--- src/rtl/car_frame_scheduler.sv ---
// car_frame_scheduler
// Per-frame sequencer for the car sprite engines. On each frame tick every
// car is erased at its previous position (if it has one) and then redrawn at
// its new position, one engine at a time. A watchdog aborts a stuck engine
// phase, and sticky flags report frame overruns and engine hangs.
//
// Optional feature: define CAR_SCHED_SKIP_STATIC_EN to skip cars whose
// {X,Y,Dir,Go} has not changed since they were last drawn.
module car_frame_scheduler #(
  parameter int unsigned NUM_CARS       = 2,
  parameter int unsigned TIMEOUT_CYCLES = 4095
) (
  input  logic                    iClock,
  input  logic                    iResetn,
  input  logic                    iFrameTick,
  input  logic [8*NUM_CARS-1:0]   iCarX,
  input  logic [7*NUM_CARS-1:0]   iCarY,
  input  logic [3*NUM_CARS-1:0]   iCarDir,
  input  logic [2*NUM_CARS-1:0]   iCarGo,
  output logic                    oEraseStart,
  input  logic                    iEraseDone,
  output logic                    oDrawStart,
  input  logic                    iDrawDone,
  output logic [7:0]              oX,
  output logic [6:0]              oY,
  output logic [2:0]              oDir,
  output logic [1:0]              oGo,
  output logic                    oSel,
  output logic [1:0]              oCarIdx,
  output logic                    oBusy,
  output logic                    oFrameDone,
  output logic                    oOverrun,
  output logic                    oFault
);

  typedef enum logic [2:0] {
    IDLE, LATCH, ERASE_REQ, ERASE_WAIT, DRAW_REQ, DRAW_WAIT, NEXT, DONE
  } state_t;

  state_t      state, state_nxt;
  logic [1:0]  idx, idx_nxt;
  logic [11:0] wd_cnt;
  logic        wd_hit;
  logic        skip;
  logic [3:0]  prev_valid;

  // Storage is sized for the maximum car count so a 2-bit index never
  // exceeds the array bounds; entries at or above NUM_CARS are never used.
  logic [7:0] new_x   [4];
  logic [6:0] new_y   [4];
  logic [2:0] new_dir [4];
  logic [1:0] new_go  [4];
  logic [7:0] prev_x  [4];
  logic [6:0] prev_y  [4];
  logic [2:0] prev_dir[4];
  logic [1:0] prev_go [4];

  // Next-state, next-index, watchdog expiry and static-car skip decision.
  always_comb begin
    state_nxt = state;
    idx_nxt   = idx;
    skip      = 1'b0;
    // wd_cnt counts wait cycles already completed, so the TIMEOUT_CYCLES-th
    // wait cycle is the one where the counter reads TIMEOUT_CYCLES-1.
    wd_hit    = (wd_cnt == 12'(TIMEOUT_CYCLES - 1));
`ifdef CAR_SCHED_SKIP_STATIC_EN
    skip = prev_valid[idx] &&
           (new_x[idx]   == prev_x[idx])   && (new_y[idx]  == prev_y[idx]) &&
           (new_dir[idx] == prev_dir[idx]) && (new_go[idx] == prev_go[idx]);
`endif
    case (state)
      IDLE:       if (iFrameTick) state_nxt = LATCH;
      LATCH: begin
        idx_nxt   = '0;
        state_nxt = ERASE_REQ;
      end
      ERASE_REQ: begin
        if (skip)                 state_nxt = NEXT;
        else if (prev_valid[idx]) state_nxt = ERASE_WAIT;
        else                      state_nxt = DRAW_REQ;
      end
      ERASE_WAIT: if (iEraseDone || wd_hit) state_nxt = DRAW_REQ;
      DRAW_REQ:   state_nxt = DRAW_WAIT;
      DRAW_WAIT:  if (iDrawDone || wd_hit) state_nxt = NEXT;
      NEXT: begin
        if (idx == 2'(NUM_CARS - 1)) begin
          state_nxt = DONE;
        end else begin
          idx_nxt   = idx + 2'd1;
          state_nxt = ERASE_REQ;
        end
      end
      DONE:       state_nxt = IDLE;
      default:    state_nxt = IDLE;
    endcase
  end

  // Pulses and status decoded from the registered state.
  always_comb begin
    oEraseStart = (state == ERASE_REQ) && prev_valid[idx] && !skip;
    oDrawStart  = (state == DRAW_REQ);
    oSel        = (state == DRAW_REQ) || (state == DRAW_WAIT);
    oBusy       = (state != IDLE);
    oFrameDone  = (state == DONE);
    oCarIdx     = idx;
  end

  // Control state, watchdog, sticky flags, validity bits and engine operands.
  always_ff @(posedge iClock) begin
    if (!iResetn) begin
      state      <= IDLE;
      idx        <= '0;
      wd_cnt     <= '0;
      prev_valid <= '0;
      oOverrun   <= 1'b0;
      oFault     <= 1'b0;
      oX         <= '0;
      oY         <= '0;
      oDir       <= '0;
      oGo        <= '0;
    end else begin
      state <= state_nxt;
      idx   <= idx_nxt;

      if ((state_nxt == ERASE_WAIT || state_nxt == DRAW_WAIT) && state_nxt != state)
        wd_cnt <= '0;
      else if (state == ERASE_WAIT || state == DRAW_WAIT)
        wd_cnt <= wd_cnt + 12'd1;

      if (iFrameTick && state != IDLE)
        oOverrun <= 1'b1;

      if ((state == ERASE_WAIT && !iEraseDone && wd_hit) ||
          (state == DRAW_WAIT  && !iDrawDone  && wd_hit))
        oFault <= 1'b1;

      if (state == DRAW_WAIT && iDrawDone)
        prev_valid[idx] <= 1'b1;

      // Operands are loaded on REQ entry so they are already valid during
      // the start pulse and hold through the following WAIT.
      if (state_nxt == ERASE_REQ && prev_valid[idx_nxt]) begin
        oX   <= prev_x[idx_nxt];
        oY   <= prev_y[idx_nxt];
        oDir <= prev_dir[idx_nxt];
        oGo  <= prev_go[idx_nxt];
      end else if (state_nxt == DRAW_REQ && state != DRAW_REQ) begin
        oX   <= new_x[idx];
        oY   <= new_y[idx];
        oDir <= new_dir[idx];
        oGo  <= new_go[idx];
      end
    end
  end

  // Position snapshot at frame start and prev update on a completed draw.
  always_ff @(posedge iClock) begin
    if (state == LATCH) begin
      for (int unsigned k = 0; k < NUM_CARS; k++) begin
        new_x[k]   <= iCarX[8*k +: 8];
        new_y[k]   <= iCarY[7*k +: 7];
        new_dir[k] <= iCarDir[3*k +: 3];
        new_go[k]  <= iCarGo[2*k +: 2];
      end
    end
    if (state == DRAW_WAIT && iDrawDone) begin
      prev_x[idx]   <= new_x[idx];
      prev_y[idx]   <= new_y[idx];
      prev_dir[idx] <= new_dir[idx];
      prev_go[idx]  <= new_go[idx];
    end
  end

endmodule

--- config.mk ---
export PLATFORM = sky130hd
export DESIGN_NAME = car_frame_scheduler
export DESIGN_NICKNAME = d
export VERILOG_FILES = /design/src/rtl/car_frame_scheduler.sv
export SDC_FILE = /design/constraint.sdc
export NUM_CORES = 1
export LEC_CHECK = 0
export CAP_MARGIN = 30
export CELL_PAD_IN_SITES_DETAIL_PLACEMENT = 2
export CELL_PAD_IN_SITES_GLOBAL_PLACEMENT = 2
export CORE_MARGIN = 2
export CORE_UTILIZATION = 40
export DETAILED_ROUTE_END_ITERATION = 16
export PLACE_DENSITY_LB_ADDON = 0.1
export SYNTH_ARGS = -nofsm -noshare
export SYNTH_HDL_FRONTEND = slang
export SYNTH_SLANG_ARGS = --single-unit
--- constraint.sdc ---
create_clock -name iClock -period 3.17 [get_ports iClock]
set_input_delay 0.634 -clock iClock [delete_from_list [all_inputs] [get_ports iClock]]
set_output_delay 0.634 -clock iClock [all_outputs]
set_load 0.005 [all_outputs]
# Yosys cells after proc, flatten, opt, wreduce, memory -nomap -nowiden
# Memories as Yosys holds them, arrays and structs flattened. A register that Yosys moved wholly into a read port is not among the register bits.
# Cells that the tools add are included.
# totals
ramBits	160
inputBits	45
out_inout_bits	29
memories	8
ff_bits	43
# mem_list
memory	words	width	rd	rd_ports_with_merged_regs	write_ports	line	text
new_x	4	8	1	1	2	49	logic [7:0] new_x [4];
prev_x	4	8	1	0	1	53	logic [7:0] prev_x [4];
new_y	4	7	1	1	2	50	logic [6:0] new_y [4];
prev_y	4	7	1	0	1	54	logic [6:0] prev_y [4];
new_dir	4	3	1	1	2	51	logic [2:0] new_dir [4];
prev_dir	4	3	1	0	1	55	logic [2:0] prev_dir[4];
2 more memories	--	--	--	--	--	--	
# classes
add_sub_neg	2
order_cmp	3
reduce_logical	23
mux	30
eq_ne	15
bitwise_logic	2
# op_table
cell	n
one-hot mux 3 bit (8 select lines)	1
2-to-1 mux 3 bit	7
== test 3 bit, second input constant	6
2-to-1 mux 8 bit	2
2-to-1 mux 2 bit	7
2-to-1 mux 7 bit	2
adder 12 x 1 -> 12 bit, second input constant	1
== test 12 bit, second input constant	1
== test 3 x 2 -> 1 bit, second input constant	4
logical AND 1 bit	11
2-to-1 mux 1 bit	7
logical OR 1 bit	6
< comparator 2 x 3 -> 1 bit, second input constant	2
binary-select mux 1 bit (select 2 bit)	2
OR 4 bit	1
one-hot mux 2 bit (2 select lines)	1
== test 3 x 1 -> 1 bit, second input constant	1
logical NOT 3 bit	1
inequality test 3 bit	1
inequality test 3 bit, second input constant	1
nonzero test 3 bit	1
adder 2 x 1 -> 2 bit, second input constant	1
demux 1 bit (select 2 bit)	1
== test 2 x 1 -> 1 bit, second input constant	1
other kinds (5)	6

# Longest topological paths before layout
# logic_depth
depth_word	8
ltp_mapped	9
depth_no_buf	8

# Least setup slack after synthesis
# Ideal clock, no wire load.
# synth_path
path_type	register to register
from	register state[1]
to	memory prev_dir[0][0], enable pin
stages_incl_launch_ff	6
path_buffers	1
arrival_ns	2.382
t_required_ns	2.745
period_less_slack_ns	2.807
path_slack_ns	0.363
path_cell_list	dfxtp_1 clkbuf_1 nand2b_1 inv_2 nand3_1 nor3_1
# synth_via
elab_chain_len	4
# synth_rtl
item	line	text
from (decl)	40	state_t state, state_nxt;
from (signal assigned)	122	state <= state_nxt;
== test 3 bit	166	if (state == DRAW_WAIT && iDrawDone) begin
logical AND 1 bit	166	
2-to-1 mux 1 bit	166	
2-to-1 mux 1 bit (implied by the code)	169	prev_dir[idx] <= new_dir[idx];
to (decl)	55	
# No other way between the ends.

# Worst setup path in the final report
# layout_path
from	register idx[1], in the netlist oCarIdx[1]
to	output oEraseStart
# layout_via
elab_chain_len	3
# layout_rtl
item	line	text
from (decl)	41	logic [1:0] idx, idx_nxt;
from (signal assigned)	123	idx <= idx_nxt;
binary-select mux 1 bit (select 2 bit)	100	oEraseStart = (state == ERASE_REQ) && prev_valid[idx] && !skip;
2-to-1 mux 1 bit (implied by the code)	100	
logical AND 1 bit	100	
to (decl)	20	output logic oEraseStart,
# No other way between the ends. The select of a mux whose other input is x is not followed.

==> impl_metrics.tcl <==
set metrics [dict create \
    synth-simple-area-share 0.0725 \
    htree_levels 4 \
    finalSetupTns_ps 0 \
    met1_length_um 7730 \
    fill_cells 1606 \
    die_w_um 136 \
    grt_pass1_wl_um 27200 \
    die-area_mm2 0.0185 \
    drt_iter0_markers 153 \
    worst_slew_pin_slew_ps 680 \
    core_area_mm2 0.0172 \
    final_common_cell "edfxtp_1" \
    ys_types 52 \
    maxCapViolCount 0 \
    ctsHoldBuffers 0 \
    crit_arrival_ps 2200 \
    antenna_found_initial 0 \
    syn_avg_cell_area_um2 14.5 \
    slew_headroom 0.543 \
    hold_viol 0 \
    layout_worst_path_cycle_share 0.893 \
    clock_path_buffers 2 \
    startpoint_type "flip-flop" \
    yosys_most_used_dff "edfxtp_1" \
    final_net_count 607 \
    peakVddDrop_mv 0.375 \
    synth.net_count 527 \
    ys_seq_area_frac 0.642 \
    synth_compound_area_frac 0.110 \
    top_layer_used "met4" \
    fin_crit_ps 2830 \
    synth_edf_count 120 \
    status "complete, no violations" \
    die_h_um 136 \
    yosys_warnings 0 \
    wl_met2_um 8830 \
    vias 4320 \
    gp_congestion 0.750 \
    crit_fanout 11 \
    synth_area_mm2 0.00696 \
    cts_tree "yes" \
    muxShareOfSynthArea 0.131 \
    first_global_vias 4833 \
    multi_input_area_mm2 0.00234 \
    postCtsSetupBuffers 0 \
    ios 74 \
    rsz0062_at_grt "false" \
    synth_adder_area_share 0.00360 \
    finClkSkew_ps 8.47 \
    cp-end-kind "output pin" \
    n_antenna_cell 0 \
    grtUsageTotal 0.198 \
    finish.utilization 0.501 \
    leakage_nw 3.05 \
    yosysTopAreaCell "edfxtp_1" \
    fmax_mhz 353 \
    required_ps 2540 \
    synth.area.top_cells "edfxtp_1 (52%), dfxtp_1 (12%), mux2_2 (6.5%)" \
    wl_um 17300 \
    ant_nets 0 \
    cts-resized-gates 0 \
    port_buffers 73 \
    hold_path_class "flip-flop to flip-flop" \
    avgViaCountPerCell 5.41 \
    wl_met3_um 496 \
    hpwl_um 10700 \
    setup_violations 0 \
    drc 0 \
    slew_violations 0 \
    async_flop_share 0 \
    row_count 48 \
    synth-xor-area-share 0.0151 \
    power.density_mw_per_mm2 578 \
    syn_inst 480 \
    firstDrtPassIters 4 \
    syn_to_final_growth_pct 23.6 \
    yosys.area.top_type_share 0.518 \
    mostFrequentLayoutCells "edfxtp_1 (120), clkdlybuf4s50_1 (73), dfxtp_1 (43)" \
    root_buffer "clkbuf_16" \
    ys_ff_latch 163 \
    synth_top_family_by_area "multiplexers" \
    seq_area_mm2 0.00446 \
    clk_latency_ps 420 \
    cts_buffers 17 \
    post_drt_wl_per_cell_um 21.6 \
    drive_gt1_frac 0.234 \
    path_clk_slew_ps 60 \
    setup.worst_path.class "flip-flop to output pin" \
    grt_max_degree 42 \
    overflow 0 \
    start_util 0.405 \
    clock-sinks 163 \
]
-- registers in the layout, summed over array words and instances, names as in the netlist --
signal and cells:
prev_x 32, oCarIdx 2, oX 8, new_go 4, new_y 14, prev_valid 4
wd_cnt 12, oOverrun 1, oY 7, new_x 16, oGo 2, state 3
prev_go 8, new_dir 6, oFault 1, oDir 3, prev_y 28, prev_dir 12
-- Yosys cell counts (6+ instances only) --
library cell,n
xor2_1,9
inv_1,6
nor2_2,10
mux2i_1,21
nand3_1,6
clkbuf_1,15
nor3_1,8
nand4_1,6
nor2_1,19
o211ai_1,20
mux2_2,40
dfxtp_1,43
edfxtp_1,120
nand2_1,28
o41ai_2,20
o21ai_0,21
buf_2,15
mux2_1,20
-- path summary, 6_finish.rpt --
check                  start     endpoint  slack (ps)  cells past startpoint
setup / recovery  oCarIdx[1]  oEraseStart         340                      3
hold / removal      oOverrun     oOverrun         490                      2
setup reg to reg    state[2]        oX[1]         540                      8
hold reg to reg     oOverrun     oOverrun         490                      2
-- metal layers --
layer  vias up  global-route usage
met4         0              0.0671
met2        79               0.346
met3        19              0.0321
met5         -                   0
met1      2226               0.249
li1       1996                   -
-- worst max-delay path, stage by stage, from the launching register on --
cell and delay (ps):
dfxtp_1 630, mux4_2 380, nor3b_1 230, clkdlybuf4s50_1 540
-- final cells by class --
class | count | share of cell area
Tap cell | 225 | 0.0327
Timing Repair Buffer | 93 | 0.104
Inverter | 8 | 0.00349
Sequential cell | 163 | 0.519
Multi-Input combinational cell | 277 | 0.272
Clock buffer | 17 | 0.0495
Clock inverter | 15 | 0.0192
-- report_power, final --
part,internal [mW],leakage (nW),total [mW],switching [mW]
sequential,2.40,1.44,2.45,0.0491
combinational,0.202,1.32,0.454,0.252
clock,1.23,0.293,2.07,0.836
-- through the flow --
| step | setup slack [ps] | cell area (µm²) | hold slack (ps) | power, mW | cells |
|---|---|---|---|---|---|
| after global routing | 216 | 8600 | 530 | 5.15 | 798 |
| after detailed placement | 240 | 8010 | 477 | 2.95 | 766 |
| after global placement | 342 | 8010 | 466 | 2.92 | 766 |
| after floorplan | 363 | 6960 | 457 | 2.74 | 480 |
| after CTS | 301 | 8600 | 495 | 5.02 | 798 |
| final | 339 | 8600 | 490 | 4.97 | 798 |
-- kinds of logic (layout without fill, tap and decap cells) --
group	count (synthesis)	in the layout
muxes	82	82
and+or+nand+nor	99	99
buffers and inverters	40	133
adders and majority gates	2	2
AOI/OAI and AO/OA	82	82
xor gates and xnor gates	12	12
DFF	163	163
Note: power is estimated with default switching activity, not from simulation.
